<file path="src/rtl/mdu_issue_ctrl.sv">
// E-stage issue controller for the multiply/divide unit: single-issue guarantee, stalls, mfhi/mflo return.
// Optional busy watchdog enabled by defining MDU_WATCHDOG_EN.
module mdu_issue_ctrl #(
  parameter int unsigned MUL_LAT = 5,
  parameter int unsigned DIV_LAT = 10
`ifdef MDU_WATCHDOG_EN
  , parameter int unsigned WD_SLACK = 2
`endif
) (
  input  logic        clk,
  input  logic        reset,
  input  logic        e_valid,
  input  logic [4:0]  e_op,
  input  logic [31:0] e_a,
  input  logic [31:0] e_b,
  input  logic        e_advance,
  input  logic        d_md,
  input  logic        int_exc_req,
  input  logic        mdu_busy,
  input  logic [31:0] mdu_result,
  output logic [4:0]  mdu_op,
  output logic [31:0] mdu_a,
  output logic [31:0] mdu_b,
  output logic        stall_e,
  output logic        stall_d,
  output logic [31:0] md_result,
  output logic        md_result_valid,
  output logic        wd_err
);

  localparam int unsigned MAX_LAT = (DIV_LAT > MUL_LAT) ? DIV_LAT : MUL_LAT;
  localparam int unsigned CNT_W   = $clog2(MAX_LAT + 1);

  localparam logic [4:0] OP_NONE  = 5'd0;
  localparam logic [4:0] OP_MULT  = 5'd1;
  localparam logic [4:0] OP_MULTU = 5'd2;
  localparam logic [4:0] OP_DIV   = 5'd3;
  localparam logic [4:0] OP_DIVU  = 5'd4;
  localparam logic [4:0] OP_MFHI  = 5'd7;
  localparam logic [4:0] OP_MFLO  = 5'd8;
  localparam logic [4:0] OP_MSUB  = 5'd9;

  typedef enum logic {
    ST_IDLE = 1'b0,
    ST_RUN  = 1'b1
  } state_t;

  state_t           r_state, w_state_nxt;
  logic [CNT_W-1:0] r_cnt, w_cnt_nxt;
  logic             r_issued, w_issued_nxt;

  logic w_is_md, w_is_mul, w_is_div, w_is_mf;
  logic w_want, w_go, w_stall_e;

  // Op decode; out-of-range codes fall through as NONE.
  assign w_is_md  = (e_op >= OP_MULT) && (e_op <= OP_MSUB);
  assign w_is_mul = (e_op == OP_MULT) || (e_op == OP_MULTU) || (e_op == OP_MSUB);
  assign w_is_div = (e_op == OP_DIV) || (e_op == OP_DIVU);
  assign w_is_mf  = (e_op == OP_MFHI) || (e_op == OP_MFLO);

  // reset gates want so every combinational output is zero while reset is low.
  assign w_want    = reset & e_valid & w_is_md & ~r_issued;
  assign w_go      = w_want & ~mdu_busy & (r_cnt == '0) & ~int_exc_req;
  assign w_stall_e = w_want & ~w_go & ~int_exc_req;

  assign mdu_op          = w_go ? e_op : OP_NONE;
  assign mdu_a           = w_go ? e_a : 32'd0;
  assign mdu_b           = w_go ? e_b : 32'd0;
  assign stall_e         = w_stall_e;
  assign stall_d         = w_stall_e | (d_md & ((r_state == ST_RUN) | (w_go & (w_is_mul | w_is_div))));
  assign md_result_valid = w_go & w_is_mf;
  assign md_result       = (w_go & w_is_mf) ? mdu_result : 32'd0;

  // Shadow latency counter: loads on mult/div issue, pauses while the MDU is frozen.
  always_comb begin
    w_state_nxt = r_state;
    w_cnt_nxt   = r_cnt;
    case (r_state)
      ST_IDLE: begin
        if (w_go & w_is_mul) begin
          w_state_nxt = ST_RUN;
          w_cnt_nxt   = CNT_W'(MUL_LAT);
        end else if (w_go & w_is_div) begin
          w_state_nxt = ST_RUN;
          w_cnt_nxt   = CNT_W'(DIV_LAT);
        end
      end
      ST_RUN: begin
        if (!int_exc_req) begin
          if (r_cnt <= CNT_W'(1)) begin
            w_state_nxt = ST_IDLE;
            w_cnt_nxt   = '0;
          end else begin
            w_cnt_nxt = r_cnt - CNT_W'(1);
          end
        end
      end
      default: begin
        w_state_nxt = ST_IDLE;
        w_cnt_nxt   = '0;
      end
    endcase
  end

  // Held E instruction remembers it already issued until it leaves or is flushed.
  always_comb begin
    w_issued_nxt = r_issued;
    if (e_advance | int_exc_req) begin
      w_issued_nxt = 1'b0;
    end else if (w_go) begin
      w_issued_nxt = 1'b1;
    end
  end

  always_ff @(posedge clk or negedge reset) begin
    if (!reset) begin
      r_state  <= ST_IDLE;
      r_cnt    <= '0;
      r_issued <= 1'b0;
    end else begin
      r_state  <= w_state_nxt;
      r_cnt    <= w_cnt_nxt;
      r_issued <= w_issued_nxt;
    end
  end

`ifdef MDU_WATCHDOG_EN
  localparam int unsigned WD_LIM = MAX_LAT + WD_SLACK;
  localparam int unsigned WD_W   = $clog2(WD_LIM + 2);

  logic [WD_W-1:0] r_busy_run, r_idle_busy, r_last_lat;
  logic [WD_W-1:0] w_run_inc, w_idle_inc;
  logic            r_wd, w_wd_trip;

  // Saturating increments; the saturation value is always past any trip threshold.
  assign w_run_inc  = (&r_busy_run) ? r_busy_run : r_busy_run + WD_W'(1);
  assign w_idle_inc = (&r_idle_busy) ? r_idle_busy : r_idle_busy + WD_W'(1);

  // Frozen cycles do not count toward the busy run, matching the paused shadow counter.
  assign w_wd_trip = mdu_busy &
                     ((~int_exc_req & ({1'b0, w_run_inc} > ({1'b0, r_last_lat} + (WD_W+1)'(WD_SLACK)))) |
                      ((r_state == ST_IDLE) & (w_idle_inc > WD_W'(WD_SLACK))));

  assign wd_err = reset & (r_wd | w_wd_trip);

  always_ff @(posedge clk or negedge reset) begin
    if (!reset) begin
      r_busy_run  <= '0;
      r_idle_busy <= '0;
      r_last_lat  <= '0;
      r_wd        <= 1'b0;
    end else begin
      if (!mdu_busy) begin
        r_busy_run <= '0;
      end else if (!int_exc_req) begin
        r_busy_run <= w_run_inc;
      end
      r_idle_busy <= (mdu_busy & (r_state == ST_IDLE)) ? w_idle_inc : '0;
      if (w_go & w_is_mul) begin
        r_last_lat <= WD_W'(MUL_LAT);
      end else if (w_go & w_is_div) begin
        r_last_lat <= WD_W'(DIV_LAT);
      end
      r_wd <= r_wd | w_wd_trip;
    end
  end
`else
  assign wd_err = 1'b0;
`endif

endmodule
</file>
<file path="config.mk">
export PLATFORM = sky130hd
export DESIGN_NAME = mdu_issue_ctrl
export DESIGN_NICKNAME = d
export VERILOG_FILES = /design/src/rtl/mdu_issue_ctrl.sv
export SDC_FILE = /design/constraint.sdc
export NUM_CORES = 1
export LEC_CHECK = 0
export CELL_PAD_IN_SITES_DETAIL_PLACEMENT = 0
export CELL_PAD_IN_SITES_GLOBAL_PLACEMENT = 1
export CORE_MARGIN = 2
export CORE_UTILIZATION = 11
export CTS_CLUSTER_DIAMETER = 80
export DETAILED_ROUTE_END_ITERATION = 12
export PLACE_DENSITY_LB_ADDON = 0.3
export SLEW_MARGIN = 20
export SYNTH_ARGS = -nofsm -noshare
export SYNTH_HDL_FRONTEND = slang
export SYNTH_SLANG_ARGS = --single-unit
</file>
<file path="constraint.sdc">
create_clock -name clk -period 2.4 [get_ports clk]
set_clock_uncertainty 0.1 [all_clocks]
set_input_delay 0.36 -clock clk [delete_from_list [all_inputs] [get_ports clk]]
set_output_delay 0.36 -clock clk [all_outputs]
set_load 0.005 [all_outputs]
</file>
==> key figures, run 1 <==
Status
  – Status: finished, violations left
  – Failing checks: setup timing

Critical path
  – WS Path Type: in -> out
  – Startpoint Class: input port
  – Worst-path fanout max: 5
  – Largest stage delay on the critical path: 0.54 ns
  – Delay-heaviest family, CP: buffers and inverters
  – Data arrival, critical path: 2.01 ns
  – Top cell by count, worst path: buf_6
  – FF-to-FF setup slack: 0.28 ns
  – Critical path capture point type: output port
  – Worst Path Required: 1.94 ns
  – CP max-delay cell: or4_4
  – Buf/Inv on CP: 6
  – CP Cell Sequence: buf_6 > or4_4 > o211ai_4 > buf_6 > nor2_4 > buf_8 > buf_16 > buf_6 > and2_4 > buf_6

Worst hold path
  – Worst hold path class: in -> async

Synth
  – Seq/Total Area, Yosys: 12.8%
  – Ys async rst share: 100%
  – Cell taking the most area after synthesis: and2_1
  – Post-synthesis instance area: 1180 sq um
  – Avg Inst Size Synth: 6.89 sq um
  – EDFF count, synth: 0
  – Synth area leaders: and2_1 53%, dfrtp_1 13%, clkbuf_1 2.6%
  – Yosys cell types: 34
  – Top_reg_cell synth: dfrtp_1
  – FF+latch count, synth: 6
  – Ys Warns: 0
  – Post-synth top cells: 100 x and2_1, 8 x clkbuf_1, 7 x nor2_1
  – Synth top area share: 53.1%
  – Most frequent cell after synthesis: and2_1
  – Mapped Cells: 171

Timing
  – Max-slew violations: 0
  – Max Clock Freq: 404 MHz
  – Final WS setup: -0.0728 ns
  – Final period util: 103%
  – Final setup viols: 17
  – Unrepaired setup endpoints after global routing: true
  – Hold Slack: 0.0922 ns
  – Setup_tns: -1.04 ns
  – Fin. Hold Viols: 0
  – Tmin final: 2.47 ns

Finish
  – Area of the multi-input gates: 1210 sq um
  – Share of layout cells above drive strength 1: 59.7%
  – Register Area: 150 sq um
  – Final nets: 539
  – Area Growth Syn to Fin: 283%
  – Antenna Cells: 0
  – # fillers: 1040

Die
  – DIE AREA: 11500 sq um
  – Top Ports: 213
  – Initial core utilization: 11.4%
  – Core area: 10400 sq um
  – Die Y: 107 microns
  – Rows: 37
  – Die width: 107 microns

Placement
  – DP Wirelength: 5840 microns
  – Buffers on Ports: 210
  – Final GP Congestion: 0.769

Global route
  – Initial antenna violation count: 0
  – First-pass GRT wire length: 12500 microns
  – Vias in the first global route: 2356
  – Total gr overflow: 0
  – Total GRT Usage: 14.2%
  – Largest net degree at the start of global routing: 17

Power
  – Leakage: 2.06 nW
  – P per Cell Area: 139 nW/um^2
  – Peak supply drop: 0.000232 V

Clock tree
  – Clk root buf: clkbuf_8
  – Worst skew pair latency: 0.23 ns
  – CTS Hold Bufs: 0
  – CTS Buffer Depth: 2
  – Cts bufs inserted: 3
  – Clock-pin slew on the worst setup and hold paths: 0.04 ns
  – H-tree depth: 1
  – Clock Sink Count: 6
  – CTS tree: yes

Routing
  – Vias: 2157
  – First-pass iteration count of the detailed router: 4
  – Routed Antenna Nets: 0
  – Routed wire per std cell: 15.4 microns
  – Post-route DRC: 0
  – DRT Wirelength: 8680 microns
  – Initial DRC Count: 29
  – Detail-routed via count per cell: 3.83

Flow run
  – Max Cap Viol: 0
-- layer usage --
metal | part of all wire, % | vias to the layer above | track usage [%]
li1 | - | 1058 | -
met5 | 0 | - | 0
met2 | 54 | 108 | 26.2
met1 | 36 | 981 | 16.0
met3 | 8.0 | 10 | 3.75
met4 | 1.4 | 0 | 3.66
-- worst paths after layout --
| kind | depth (start not counted) | end | start |
|---|---|---|---|
| hold reg to reg | 2 | r_issued$_DFFE_PN0P_ | r_issued$_DFFE_PN0P_ |
| setup reg to reg | 7 | r_cnt[1]$_DFFE_PN0P_ | r_issued$_DFFE_PN0P_ |
| max in group asynchronous | 2 | r_cnt[2]$_DFFE_PN0P_ | reset |
| min in group clk | 3 | r_issued$_DFFE_PN0P_ | int_exc_req |
| hold / removal | 2 | r_cnt[1]$_DFFE_PN0P_ | reset |
| setup / recovery | 10 | mdu_a[17] | e_op[1] |
-- state kept, by name, summed over array words and instances (netlist names) --
register	cells
r_cnt	4
r_state	1
r_issued	1
-- area by class of cell --
class,instances,share of cell area [%]
inverter,3,0.250
tap,136,3.78
multi-input combinational,150,26.9
clock buffer,3,0.916
timing repair buffer,265,64.8
sequential,6,3.33
-- stage by stage --
stage	total power [mW]	instances	utilization, %	setup WS (ns)	area, sq um
after global placement	0.446	530	34.9	-0.605	3620
final	0.626	563	43.4	-0.0728	4510
after CTS	0.622	568	40.7	-0.208	4230
after floorplan	0.195	172	-	0.212	1180
after detailed placement	0.449	530	34.9	-0.640	3620
after global routing	0.667	563	43.4	-0.133	4510
-- logic make-up (layout without fill, tap and decap cells) --
logic type,Yosys count,in the layout,share of synthesized area [%]
simple gates,135,135,70.8
buf+inv,16,271,7.12
fa+ha+maj,2,2,2.13
mux,1,1,0.850
compound gates,10,10,6.06
other cells,1,2,0.319
flops,6,6,12.8
-- power by group --
group / internal (mW) / leakage, nW / switching, mW / total [mW]
registers: 0.120 / 0.0765 / 0.0109 / 0.131
clock network: 0.108 / 0.0216 / 0.0496 / 0.158
logic: 0.236 / 1.96 / 0.101 / 0.337
-- placed cells by master, fill, tap and decap left out, types with 2 or more instances in the layout --
cell	count
buf_2	8
buf_8	2
ha_1	2
clkbuf_8	3
buf_4	23
nand2b_1	2
buf_6	100
clkdlybuf4s15_2	11
clkdlybuf4s15_1	2
and2_1	17
clkdlybuf4s50_1	99
nor3_1	3
nand4b_1	2
and2_4	83
dlygate4sd2_1	3
nand2_1	4
a21oi_1	2
conb_1	2
or4_1	2
inv_1	3
nor2_1	5
dfrtp_1	6
nand3_1	3
buf_12	8
buf_16	7
nor2_2	2
-- timing repair --
item / in CTS / in global routing
endpoints found under the setup margin: 103 / 103
buffers inserted: 23 / 3
pin swaps: 46 / 53
gates resized for setup: 515 / 110
gates cloned: 12 / 1
(Power assumes the default switching activity.)
==> run 2: changes to the inputs <==
- SLEW_MARGIN: 20 -> not set
==> results of run 2 <==
Final layout, timing and power as in run 1 (identical DEF).
==> run 3: changes to the inputs <==
- CELL_PAD_IN_SITES_DETAIL_PLACEMENT: 0 -> not set
- CELL_PAD_IN_SITES_GLOBAL_PLACEMENT: 1 -> not set
- CORE_AREA: not set -> 2 2 83 85
- CORE_MARGIN: 2 -> not set
- CORE_UTILIZATION: 11 -> not set
- DIE_AREA: not set -> 0 0 85 87
==> run 3 against run 2 <==
Critical endpoint is now md_result[22]; utilization up 18 points; register-to-register slack worse by 0.03 ns; cell count down 9.6%; combinational power down 1%; the flow still finishes with violations (setup timing); largest power group unchanged; wire length down 5.6%; non-clock buffer count down 1; die area down 36%; flip-flop and latch count unchanged; global-route usage up 5.4 points; first-iteration DRC count up 130%; setup slack worse by 0.049 ns.
==> key figures, run 3 (same netlist as run 1, synthesis figures left out) <==
Status
  – Status: finished, violations left
  – Failing checks: setup timing

Worst hold path
  – Worst hold path class: in -> async

Critical path
  – Worst-path fanout max: 6
  – Startpoint Class: input port
  – Critical path capture point type: output port
  – Worst Path Required: 1.94 ns
  – Data arrival, critical path: 2.06 ns
  – WS Path Type: in -> out

Finish
  – # fillers: 570
  – Commonest non-fill, non-tap cells in the layout: 99 x clkdlybuf4s50_1, 74 x buf_6, 52 x and2_4
  – Antenna Cells: 0
  – Max reg flops: 4
  – Final Cell Area: 4070 sq um
  – Biggest register: r_cnt
  – Non-Filler Instances: 509
  – Area Growth Syn to Fin: 245%
  – Final Core Density: 61.9%
  – Register Area: 150 sq um
  – Share of layout cells above drive strength 1: 49.9%
  – Final nets: 541
  – Regs by FF count: r_cnt (4), r_issued (1), r_state (1)
  – Commonest non-fill, non-tap cell in the layout: clkdlybuf4s50_1
  – Area of the multi-input gates: 1170 sq um

Global route
  – Total GRT Usage: 19.5%
  – Total gr overflow: 0
  – Largest net degree at the start of global routing: 15
  – First-pass GRT wire length: 11300 microns
  – Initial antenna violation count: 0
  – Vias in the first global route: 2251

Timing
  – Hold Slack: 0.112 ns
  – Tmin final: 2.52 ns
  – Final period util: 105%
  – Max-slew violations: 0
  – Max Clock Freq: 397 MHz
  – Unrepaired setup endpoints after global routing: true
  – Fin. Hold Viols: 0
  – Final setup viols: 43
  – Final WS setup: -0.122 ns

Die
  – Core area: 6570 sq um
  – Die width: 85 microns
  – DIE AREA: 7400 sq um
  – Initial core utilization: 17.9%
  – Die Y: 87 microns
  – Rows: 30
  – Top Ports: 213

Placement
  – Buffers on Ports: 210
  – Final GP Congestion: 0.783
  – Placed Instances: 467
  – DP Wirelength: 5520 microns
  – Placed cell area: 3470 sq um

Routing
  – Vias: 2198
  – Post-route DRC: 0
  – DRT Wirelength: 8190 microns
  – Initial DRC Count: 66
  – Routed Antenna Nets: 0
  – Detail-routed via count per cell: 4.32
  – First-pass iteration count of the detailed router: 4
  – Routed wire per std cell: 16.1 microns

Flow run
  – Max Cap Viol: 0

Power
  – Peak supply drop: 0.000325 V
  – Pwr Total: 615 uW
  – P per Cell Area: 151 nW/um^2
  – Leakage: 2.06 nW

Clock tree
  – H-tree depth: 1
  – Clock-pin slew on the worst setup and hold paths: 0.03 ns
  – CTS Buffer Depth: 2
  – CTS Hold Bufs: 0
  – Cts bufs inserted: 3
  – Clock Sink Count: 6
  – Clk root buf: clkbuf_8
  – CTS tree: yes
  – Worst skew pair latency: 0.22 ns
run 3: changes by cell type in the layout (fill, tap and decap cells not counted), moves of 2 or more:
cell	before	now
clkbuf_2	0	31
and2_4	83	52
and2_1	17	48
clkdlybuf4s15_1	2	8
buf_6	100	74
buf_8	2	4
clkdlybuf4s15_2	11	0
buf_16	7	1
buf_12	8	4
dlymetal6s2s_1	1	8
nor2_4	1	4
run 3: critical path, stage by stage:
cell      delay (ns)
buf_8           0.10
or4_4           0.53
o211ai_4        0.23
buf_6           0.14
a211oi_4        0.04
buf_12          0.15
buf_16          0.13
buf_6           0.11
and2_1          0.14
buf_2           0.12
run 3: cell type report:
| cell class | instances | share of cell area (%) |
|---|---|---|
| clock buffers | 3 | 1.02 |
| well taps | 80 | 2.46 |
| repair buffers | 264 | 63.7 |
| inverters | 3 | 0.277 |
| multi-input cells | 153 | 28.9 |
| flip-flops and latches | 6 | 3.69 |
run 3: worst paths after layout:
path	slack, ns	startpoint	cells after the start	to
setup / recovery	-0.12	e_op[1]	10	md_result[22]
hold / removal	0.11	reset	2	r_cnt[1]$_DFFE_PN0P_
setup reg to reg	0.25	r_issued$_DFFE_PN0P_	7	r_cnt[0]$_DFFE_PN0P_
hold reg to reg	0.46	r_issued$_DFFE_PN0P_	2	r_issued$_DFFE_PN0P_
max in group asynchronous	1.97	reset	2	r_cnt[2]$_DFFE_PN0P_
min in group clk	0.46	r_issued$_DFFE_PN0P_	2	r_issued$_DFFE_PN0P_
run 3: layer usage:
metal	part of all wire (%)	up-vias	GRT usage, %
met2	56	108	38.1
met3	7.7	6	4.83
met5	0	-	0
li1	-	1059	-
met1	35	1025	21.4
met4	0.74	0	3.46
run 3: timing repair:
item | in CTS | in global routing
endpoints found under the setup margin | 103 | 94
resized for setup | 357 | 158
pin swaps | 17 | 48
cloned | 6 | 1
buffers inserted | 39 | 8
run 3: metrics by stage:
step / setup TNS [ns] / setup WS [ns]
after CTS: -11.28 / -0.344
final: -1.80 / -0.122
after detailed placement: -87.24 / -0.976
after global routing: -4.86 / -0.192
after floorplan: 0 / 0.212
after global placement: -83.85 / -0.929
run 3: where the power goes:
group	switching [mW]	internal, mW	leakage [nW]
Combinational	0.104	0.228	1.96
Sequential	0.0116	0.121	0.0765
Clock	0.0426	0.108	0.0216
Total	0.158	0.456	2.06
